File: src/rtl/fetch_pkg.sv
// Shared types and constants for the instruction-fetch stage.
//   fetch_state_e : fetch FSM state encoding
//   NOP_INST      : bubble instruction (addi x0,x0,0)
//   if_id_t       : contents of the IF/ID pipeline register
//   align_word    : clears the byte-offset bits of an address
package fetch_pkg;

  typedef enum logic [1:0] {
    FETCH = 2'd0,
    WAIT  = 2'd1,
    HOLD  = 2'd2,
    DRAIN = 2'd3
  } fetch_state_e;

  localparam logic [31:0] NOP_INST = 32'h0000_0013;

  typedef struct packed {
    logic [31:0] inst;
    logic [31:0] pc;
    logic [31:0] pc4;
    logic        valid;
  } if_id_t;

  function automatic logic [31:0] align_word(input logic [31:0] addr);
    return addr & 32'hFFFF_FFFC;
  endfunction

endpackage

File: src/rtl/fetch_stage_if.sv
// Instruction-memory port between the fetch stage and instruction memory.
//   req    : single-cycle request pulse (fetch -> memory)
//   addr   : word address, valid while req=1 (fetch -> memory)
//   rvalid : response strobe, 1..N cycles after req (memory -> fetch)
//   rdata  : instruction word, valid with rvalid (memory -> fetch)
// master = fetch stage side, slave = memory side.
interface fetch_stage_if;

  logic        req;
  logic [31:0] addr;
  logic        rvalid;
  logic [31:0] rdata;

  modport master (
    output req,
    output addr,
    input  rvalid,
    input  rdata
  );

  modport slave (
    input  req,
    input  addr,
    output rvalid,
    output rdata
  );

endinterface

File: src/rtl/fetch_stage_if_id_reg.sv
// IF/ID pipeline register.
//   clk_i, rst_i   : clock, async active-high reset
//   redirect_i     : squash, load a bubble (beats stall_i)
//   stall_i        : hold current contents
//   load_i         : a fetched instruction is delivered this cycle
//   load_data_i    : the delivered instruction
//   if_id_o        : registered IF/ID contents
// A bubble keeps the previous pc/pc4 so decode never sees a stray PC.
module if_id_reg
  import fetch_pkg::*;
#(
  parameter logic [31:0] NOP_INST = fetch_pkg::NOP_INST
) (
  input  logic   clk_i,
  input  logic   rst_i,
  input  logic   redirect_i,
  input  logic   stall_i,
  input  logic   load_i,
  input  if_id_t load_data_i,
  output if_id_t if_id_o
);

  if_id_t if_id_q;
  if_id_t if_id_d;

  always_comb begin
    if_id_d = if_id_q;
    if (redirect_i) begin
      if_id_d.inst  = NOP_INST;
      if_id_d.valid = 1'b0;
    end else if (stall_i) begin
      if_id_d = if_id_q;
    end else if (load_i) begin
      if_id_d = load_data_i;
    end else begin
      if_id_d.inst  = NOP_INST;
      if_id_d.valid = 1'b0;
    end
  end

  always_ff @(posedge clk_i or posedge rst_i) begin
    if (rst_i) begin
      if_id_q <= '{inst: NOP_INST, pc: 32'h0000_0000, pc4: 32'h0000_0004, valid: 1'b0};
    end else begin
      if_id_q <= if_id_d;
    end
  end

  assign if_id_o = if_id_q;

endmodule

File: src/rtl/fetch_stage.sv
// Instruction-fetch stage: PC, fetch FSM, one-entry skid buffer and the
// IF/ID register feeding decode.
//   clk_i, rst_i    : clock, async active-high reset
//   stall_i         : hazard unit asks IF/ID to hold
//   redirect_i      : taken branch/jump from EX
//   redirect_pc_i   : redirect target (byte offset ignored)
//   imem            : instruction-memory port (master side)
//   inst_o, pc_o    : IF/ID instruction and its PC
//   pc4_o           : IF/ID pc_o+4 for link writeback
//   valid_o         : IF/ID holds a real instruction
//
// state | meaning
// FETCH | request for pc_q is on the memory port this cycle
// WAIT  | request outstanding, response for pc_q expected
// HOLD  | response captured in skid buffer, IF/ID stalled
// DRAIN | stale request outstanding, its response will be dropped
module fetch_stage
  import fetch_pkg::*;
#(
  parameter logic [31:0] RESET_PC = 32'h0000_0000,
  parameter logic [31:0] NOP_INST = fetch_pkg::NOP_INST
) (
  input  logic                clk_i,
  input  logic                rst_i,
  input  logic                stall_i,
  input  logic                redirect_i,
  input  logic [31:0]         redirect_pc_i,
  fetch_stage_if.master       imem,
  output logic [31:0]         inst_o,
  output logic [31:0]         pc_o,
  output logic [31:0]         pc4_o,
  output logic                valid_o
);

  fetch_state_e state_q, state_d;
  logic [31:0]  pc_q, pc_d;
  logic [31:0]  buf_inst_q, buf_inst_d;
  logic [31:0]  buf_pc_q, buf_pc_d;

  logic [31:0]  target;
  logic [31:0]  pc_inc;
  logic [31:0]  buf_pc4;
  logic         deliver;
  if_id_t       deliver_data;
  if_id_t       if_id;

  assign target  = align_word(redirect_pc_i);
  assign pc_inc  = pc_q + 32'd4;
  assign buf_pc4 = buf_pc_q + 32'd4;

  always_comb begin
    state_d      = state_q;
    pc_d         = pc_q;
    buf_inst_d   = buf_inst_q;
    buf_pc_d     = buf_pc_q;
    deliver      = 1'b0;
    deliver_data = '{inst: imem.rdata, pc: pc_q, pc4: pc_inc, valid: 1'b1};

    case (state_q)
      FETCH: begin
        // The request on the port this cycle cannot be withdrawn, so a
        // redirect here still has to wait out its response in DRAIN.
        if (redirect_i) begin
          pc_d    = target;
          state_d = DRAIN;
        end else begin
          state_d = WAIT;
        end
      end

      WAIT: begin
        if (redirect_i) begin
          pc_d    = target;
          state_d = imem.rvalid ? FETCH : DRAIN;
        end else if (imem.rvalid) begin
          if (stall_i) begin
            buf_inst_d = imem.rdata;
            buf_pc_d   = pc_q;
            state_d    = HOLD;
          end else begin
            deliver = 1'b1;
            pc_d    = pc_inc;
            state_d = FETCH;
          end
        end
      end

      HOLD: begin
        if (redirect_i) begin
          pc_d    = target;
          state_d = FETCH;
        end else if (!stall_i) begin
          deliver      = 1'b1;
          deliver_data = '{inst: buf_inst_q, pc: buf_pc_q, pc4: buf_pc4, valid: 1'b1};
          pc_d         = pc_inc;
          state_d      = FETCH;
        end
      end

      DRAIN: begin
        // A redirect landing on the same cycle as the stale response has
        // nothing left to drain; staying in DRAIN would wait forever.
        if (redirect_i) begin
          pc_d    = target;
          state_d = imem.rvalid ? FETCH : DRAIN;
        end else if (imem.rvalid) begin
          state_d = FETCH;
        end
      end

      default: begin
        state_d = FETCH;
      end
    endcase
  end

  always_ff @(posedge clk_i or posedge rst_i) begin
    if (rst_i) begin
      state_q    <= FETCH;
      pc_q       <= RESET_PC;
      buf_inst_q <= 32'h0000_0000;
      buf_pc_q   <= 32'h0000_0000;
    end else begin
      state_q    <= state_d;
      pc_q       <= pc_d;
      buf_inst_q <= buf_inst_d;
      buf_pc_q   <= buf_pc_d;
    end
  end

  // The FSM sits in FETCH during reset so the first request goes out on
  // the very first cycle after release; rst_i masks it until then.
  assign imem.req  = (state_q == FETCH) && !rst_i;
  assign imem.addr = pc_q;

  if_id_reg #(
    .NOP_INST (NOP_INST)
  ) u_if_id (
    .clk_i       (clk_i),
    .rst_i       (rst_i),
    .redirect_i  (redirect_i),
    .stall_i     (stall_i),
    .load_i      (deliver),
    .load_data_i (deliver_data),
    .if_id_o     (if_id)
  );

  assign inst_o  = if_id.inst;
  assign pc_o    = if_id.pc;
  assign pc4_o   = if_id.pc4;
  assign valid_o = if_id.valid;

endmodule

File: src/flat_wrapper.sv
// flat-port wrapper written by rule: the top's interface ports become plain ports
module fetch_stage_flat import fetch_pkg::*;
#(
  parameter logic [31:0] RESET_PC = 32'h0000_0000,
  parameter logic [31:0] NOP_INST = fetch_pkg::NOP_INST
)
  (clk_i, rst_i, stall_i, redirect_i, redirect_pc_i, inst_o, pc_o, pc4_o, valid_o, imem_req, imem_addr, imem_rvalid, imem_rdata);
  fetch_stage_if imem_i ();
  input  logic clk_i;
  input  logic rst_i;
  input  logic stall_i;
  input  logic redirect_i;
  input  logic [31:0] redirect_pc_i;
  output logic [31:0] inst_o;
  output logic [31:0] pc_o;
  output logic [31:0] pc4_o;
  output logic valid_o;
  output wire logic [$bits(imem_i.req)-1:0] imem_req;
  output wire logic [$bits(imem_i.addr)-1:0] imem_addr;
  input wire logic [$bits(imem_i.rvalid)-1:0] imem_rvalid;
  input wire logic [$bits(imem_i.rdata)-1:0] imem_rdata;
  assign imem_req = imem_i.req;
  assign imem_addr = imem_i.addr;
  assign imem_i.rvalid = imem_rvalid;
  assign imem_i.rdata = imem_rdata;
  fetch_stage #(.RESET_PC(RESET_PC), .NOP_INST(NOP_INST)) u_core (.clk_i(clk_i), .rst_i(rst_i), .stall_i(stall_i), .redirect_i(redirect_i), .redirect_pc_i(redirect_pc_i), .imem(imem_i), .inst_o(inst_o), .pc_o(pc_o), .pc4_o(pc4_o), .valid_o(valid_o));
endmodule
File: config.mk
export PLATFORM = sky130hd
export DESIGN_NAME = fetch_stage_flat
export DESIGN_NICKNAME = d
export VERILOG_FILES = /design/src/rtl/fetch_pkg.sv /design/src/rtl/fetch_stage_if.sv /design/src/rtl/fetch_stage_if_id_reg.sv /design/src/rtl/fetch_stage.sv /design/src/flat_wrapper.sv
export SDC_FILE = /design/constraint.sdc
export NUM_CORES = 1
export LEC_CHECK = 0
export CAP_MARGIN = 20
export CORE_MARGIN = 2
export CORE_UTILIZATION = 40
export CTS_CLUSTER_DIAMETER = 120
export DETAILED_ROUTE_END_ITERATION = 10
export PLACE_DENSITY = 0.62
export SETUP_SLACK_MARGIN = 0.4
export SYNTH_ARGS = -nofsm -noshare
export SYNTH_HDL_FRONTEND = slang
export SYNTH_SLANG_ARGS = --single-unit
File: constraint.sdc
create_clock -name clk_i -period 7.2 [get_ports clk_i]
set_clock_uncertainty 0.1 [all_clocks]
set_input_delay 1.44 -clock clk_i [delete_from_list [all_inputs] [get_ports clk_i]]
set_output_delay 1.44 -clock clk_i [all_outputs]
set_load 0.1 [all_outputs]
==> flow_summary.yaml <==
timing:
  period_needed_ns: 4.81
  rsz0062_at_grt: "no"
  worst_pin_slew_ns: 1.04
  finalHoldViolations: 0
  slew-limit-headroom: 0.306
  drv_slew: 0
  fin_setup_tns_ns: 0
  setup_viol: 0
  fmax_ghz: 0.208
  timing.final.crit_share: 0.668
layout:
  layout-drive-gt1-share: 0.118
  multiInputGateArea_sq_um: 4450
  fill_cells: 2171
  layout-area-overhead-vs-synth_pct: 29.5
  seq_area_sq_um: 4680
  final_nets: 1146
worst_setup_path:
  cp-end-kind: "primary output"
  path_class: "in -> out"
  r2r-start: "u_core.state_q[0]"
  ff2ff_setup_slack_ns: 3.75
  crit_end: "imem_req"
  r2r-end: "u_core.u_if_id.if_id_o[22]"
  worst_ep_required_time_ns: 5.66
  worstPathMaxFanout: 2
  r2r_cells: 8
  cp-start-kind: "input pin"
  worstPathArrival_ns: 3.27
  cp-startpoint: "rst_i"
clock_tree:
  cts_buffer_depth: 2
  cts_tree: "done"
  cts_root_buf: "clkbuf_16"
  ctsHoldBuffers: 0
  clock_latency_ns: 0.44
  cts_setup_buffers: 0
  path_clk_slew_ns: 0.07
  ctsResizeCount: 0
  cts_made_buffers: 17
  clock_sinks: 187
  htree_levels: 4
route:
  ant_nets: 0
  drtPass1Iterations: 4
  vias_per_cell: 5.37
  vias: 7530
  wirelength_microns: 25700
  routedWlPerCell_microns: 18.3
  dr.first_iter.drc_count: 480
  drc: 0
synth:
  synthArstFlopShare: 1.00
  synth_seq_area_share: 0.497
  syn_area_sq_um: 9430
  ys_ff_latch: 187
  synth.distinct_cells: 57
  synth_enable_flop_cells: 0
  ys_warn_count: 0
  yosys_most_used_dff: "dfrtp_1"
  synthCells: 921
  syn_area_per_cell_sq_um: 10.2
global_routing:
  grt_max_degree: 142
  first_global_vias: 7206
  grt_pass1_wl_microns: 40300
  grt_overflow_total: 0
  antenna_found_initial: 1
  track_usage: 0.210
die:
  core-area_sq_um: 23300
  initial_core_util: 0.404
  die_y_microns: 158
  die_area_sq_um: 24800
  rows: 56
  fp.dieW_microns: 158
  ios: 199
outcome:
  status: "finished, final reports clean"
placement:
  port_buffers: 190
  dp_hpwl_microns: 17000
  gp_congestion: 0.811
worst_hold_path:
  hold_class: "reg -> reg"
run:
  max_cap_violations: 0
[layout make-up]
type                            count  area share
Antenna cell                        1    0.000205
Clock buffer                       17      0.0348
Clock inverter                     15      0.0148
Inverter                           10     0.00369
Tap cell                          319      0.0327
Sequential cell                   187       0.384
Multi-Input combinational cell    652       0.364
Timing Repair Buffer              202       0.166
[cell families after synthesis]
kind of cell / share of synthesized area
multiplexers: 0.146
buffers and inverters: 0.0389
AND/OR/NAND/NOR: 0.134
XOR/XNOR: 0.0427
adder cells (fa/ha/maj): 0.00929
other: 0.000398
flip-flops: 0.497
AO/OA/AOI/OAI: 0.132
[cells in the mapped netlist, types with 3 or more instances]
master       n  share of area
nor2_1      39          0.016
dfrtp_1    183           0.49
xor2_1      20          0.019
nor2b_1      6         0.0040
o31ai_1      3         0.0024
nand4_1     15          0.010
xnor2_1     26          0.024
buf_2       14         0.0074
and3_1       6         0.0040
a22oi_1      6         0.0048
o221ai_1     9         0.0084
a31oi_1     11         0.0073
o22a_1      10         0.0093
o211ai_1     5         0.0040
and4_1       9         0.0084
mux2i_1     67          0.071
dfstp_2      4          0.011
nor3_1      11         0.0058
nand2b_1     4         0.0027
nand3_1     28          0.015
nor4_1      10         0.0066
clkbuf_1    48          0.019
or3_1        3         0.0020
nand2_1    116          0.046
nor3b_1      3         0.0024
o21ai_0     95          0.050
buf_4        6         0.0048
ha_1         7         0.0093
a211oi_1     4         0.0032
o21a_1       3         0.0024
a2bb2oi_1    3         0.0028
a21oi_1     27          0.014
o2bb2ai_1    3         0.0028
a21o_1       4         0.0032
o22ai_1      4         0.0027
inv_1       10         0.0040
buf_1        9         0.0036
mux2_2      63          0.075
[placed cells by master, fill, tap and decap left out, drive strengths merged, types with 20 or more instances in the layout]
master and instances:
clkdlybuf4s50 190, dfrtp 183, nand2 116, o21ai 95, mux2i 67, mux2 63
nor2 39, nand3 29, a21oi 27, xnor2 26, xor2 20
[stage by stage]
step | hold slack [ns] | setup WS, ns | instances | cell area (sq um) | util
global route | 0.402 | 2.34 | 1402 | 12200 | 0.523
finish | 0.378 | 2.39 | 1403 | 12200 | 0.523
CTS | 0.386 | 2.38 | 1401 | 12200 | 0.522
detailed placement | 0.369 | 2.38 | 1369 | 11600 | 0.496
floorplan | 0.379 | 0.581 | 926 | 9450 | -
global placement | 0.360 | 2.43 | 1368 | 11600 | 0.495
[critical path: stages]
cell             delay (ns)
clkdlybuf4s50_1        0.52
nor2b_1                0.17
clkdlybuf4s50_1        1.15
[metal layers]
metal  up-vias  share of wire  GRT usage
met5         -              0          0
met4         0          0.011     0.0532
met3        25          0.054     0.0391
met2       202           0.47      0.336
met1      3720           0.47      0.294
li1       3583              -          -
[sequential cells by signal, summed over array words and instances (netlist names)]
| register | flops |
|---|---|
| u_core.buf_inst_q | 32 |
| u_core.buf_pc_q | 30 |
| u_core.u_if_id.if_id_o | 93 |
| u_core.state_q | 2 |
| u_core.imem.addr | 30 |
[how the worst min path moves through the flow]
stage	startpoint	to	slack, ns	cells past startpoint
floorplan	u_core.buf_inst_q[0]	u_core.buf_inst_q[0]	0.38	1
global placement	u_core.u_if_id.if_id_o[83]	u_core.u_if_id.if_id_o[83]	0.36	2
detailed placement	u_core.u_if_id.if_id_o[96]	u_core.u_if_id.if_id_o[96]	0.37	2
CTS	u_core.u_if_id.if_id_o[96]	u_core.u_if_id.if_id_o[96]	0.39	2
global route	u_core.u_if_id.if_id_o[11]	u_core.u_if_id.if_id_o[11]	0.40	2
finish	u_core.u_if_id.if_id_o[93]	u_core.u_if_id.if_id_o[93]	0.38	2
Power is not shown: default switching activity piles up to over one toggle a cycle in this logic, so the estimate is an artifact.
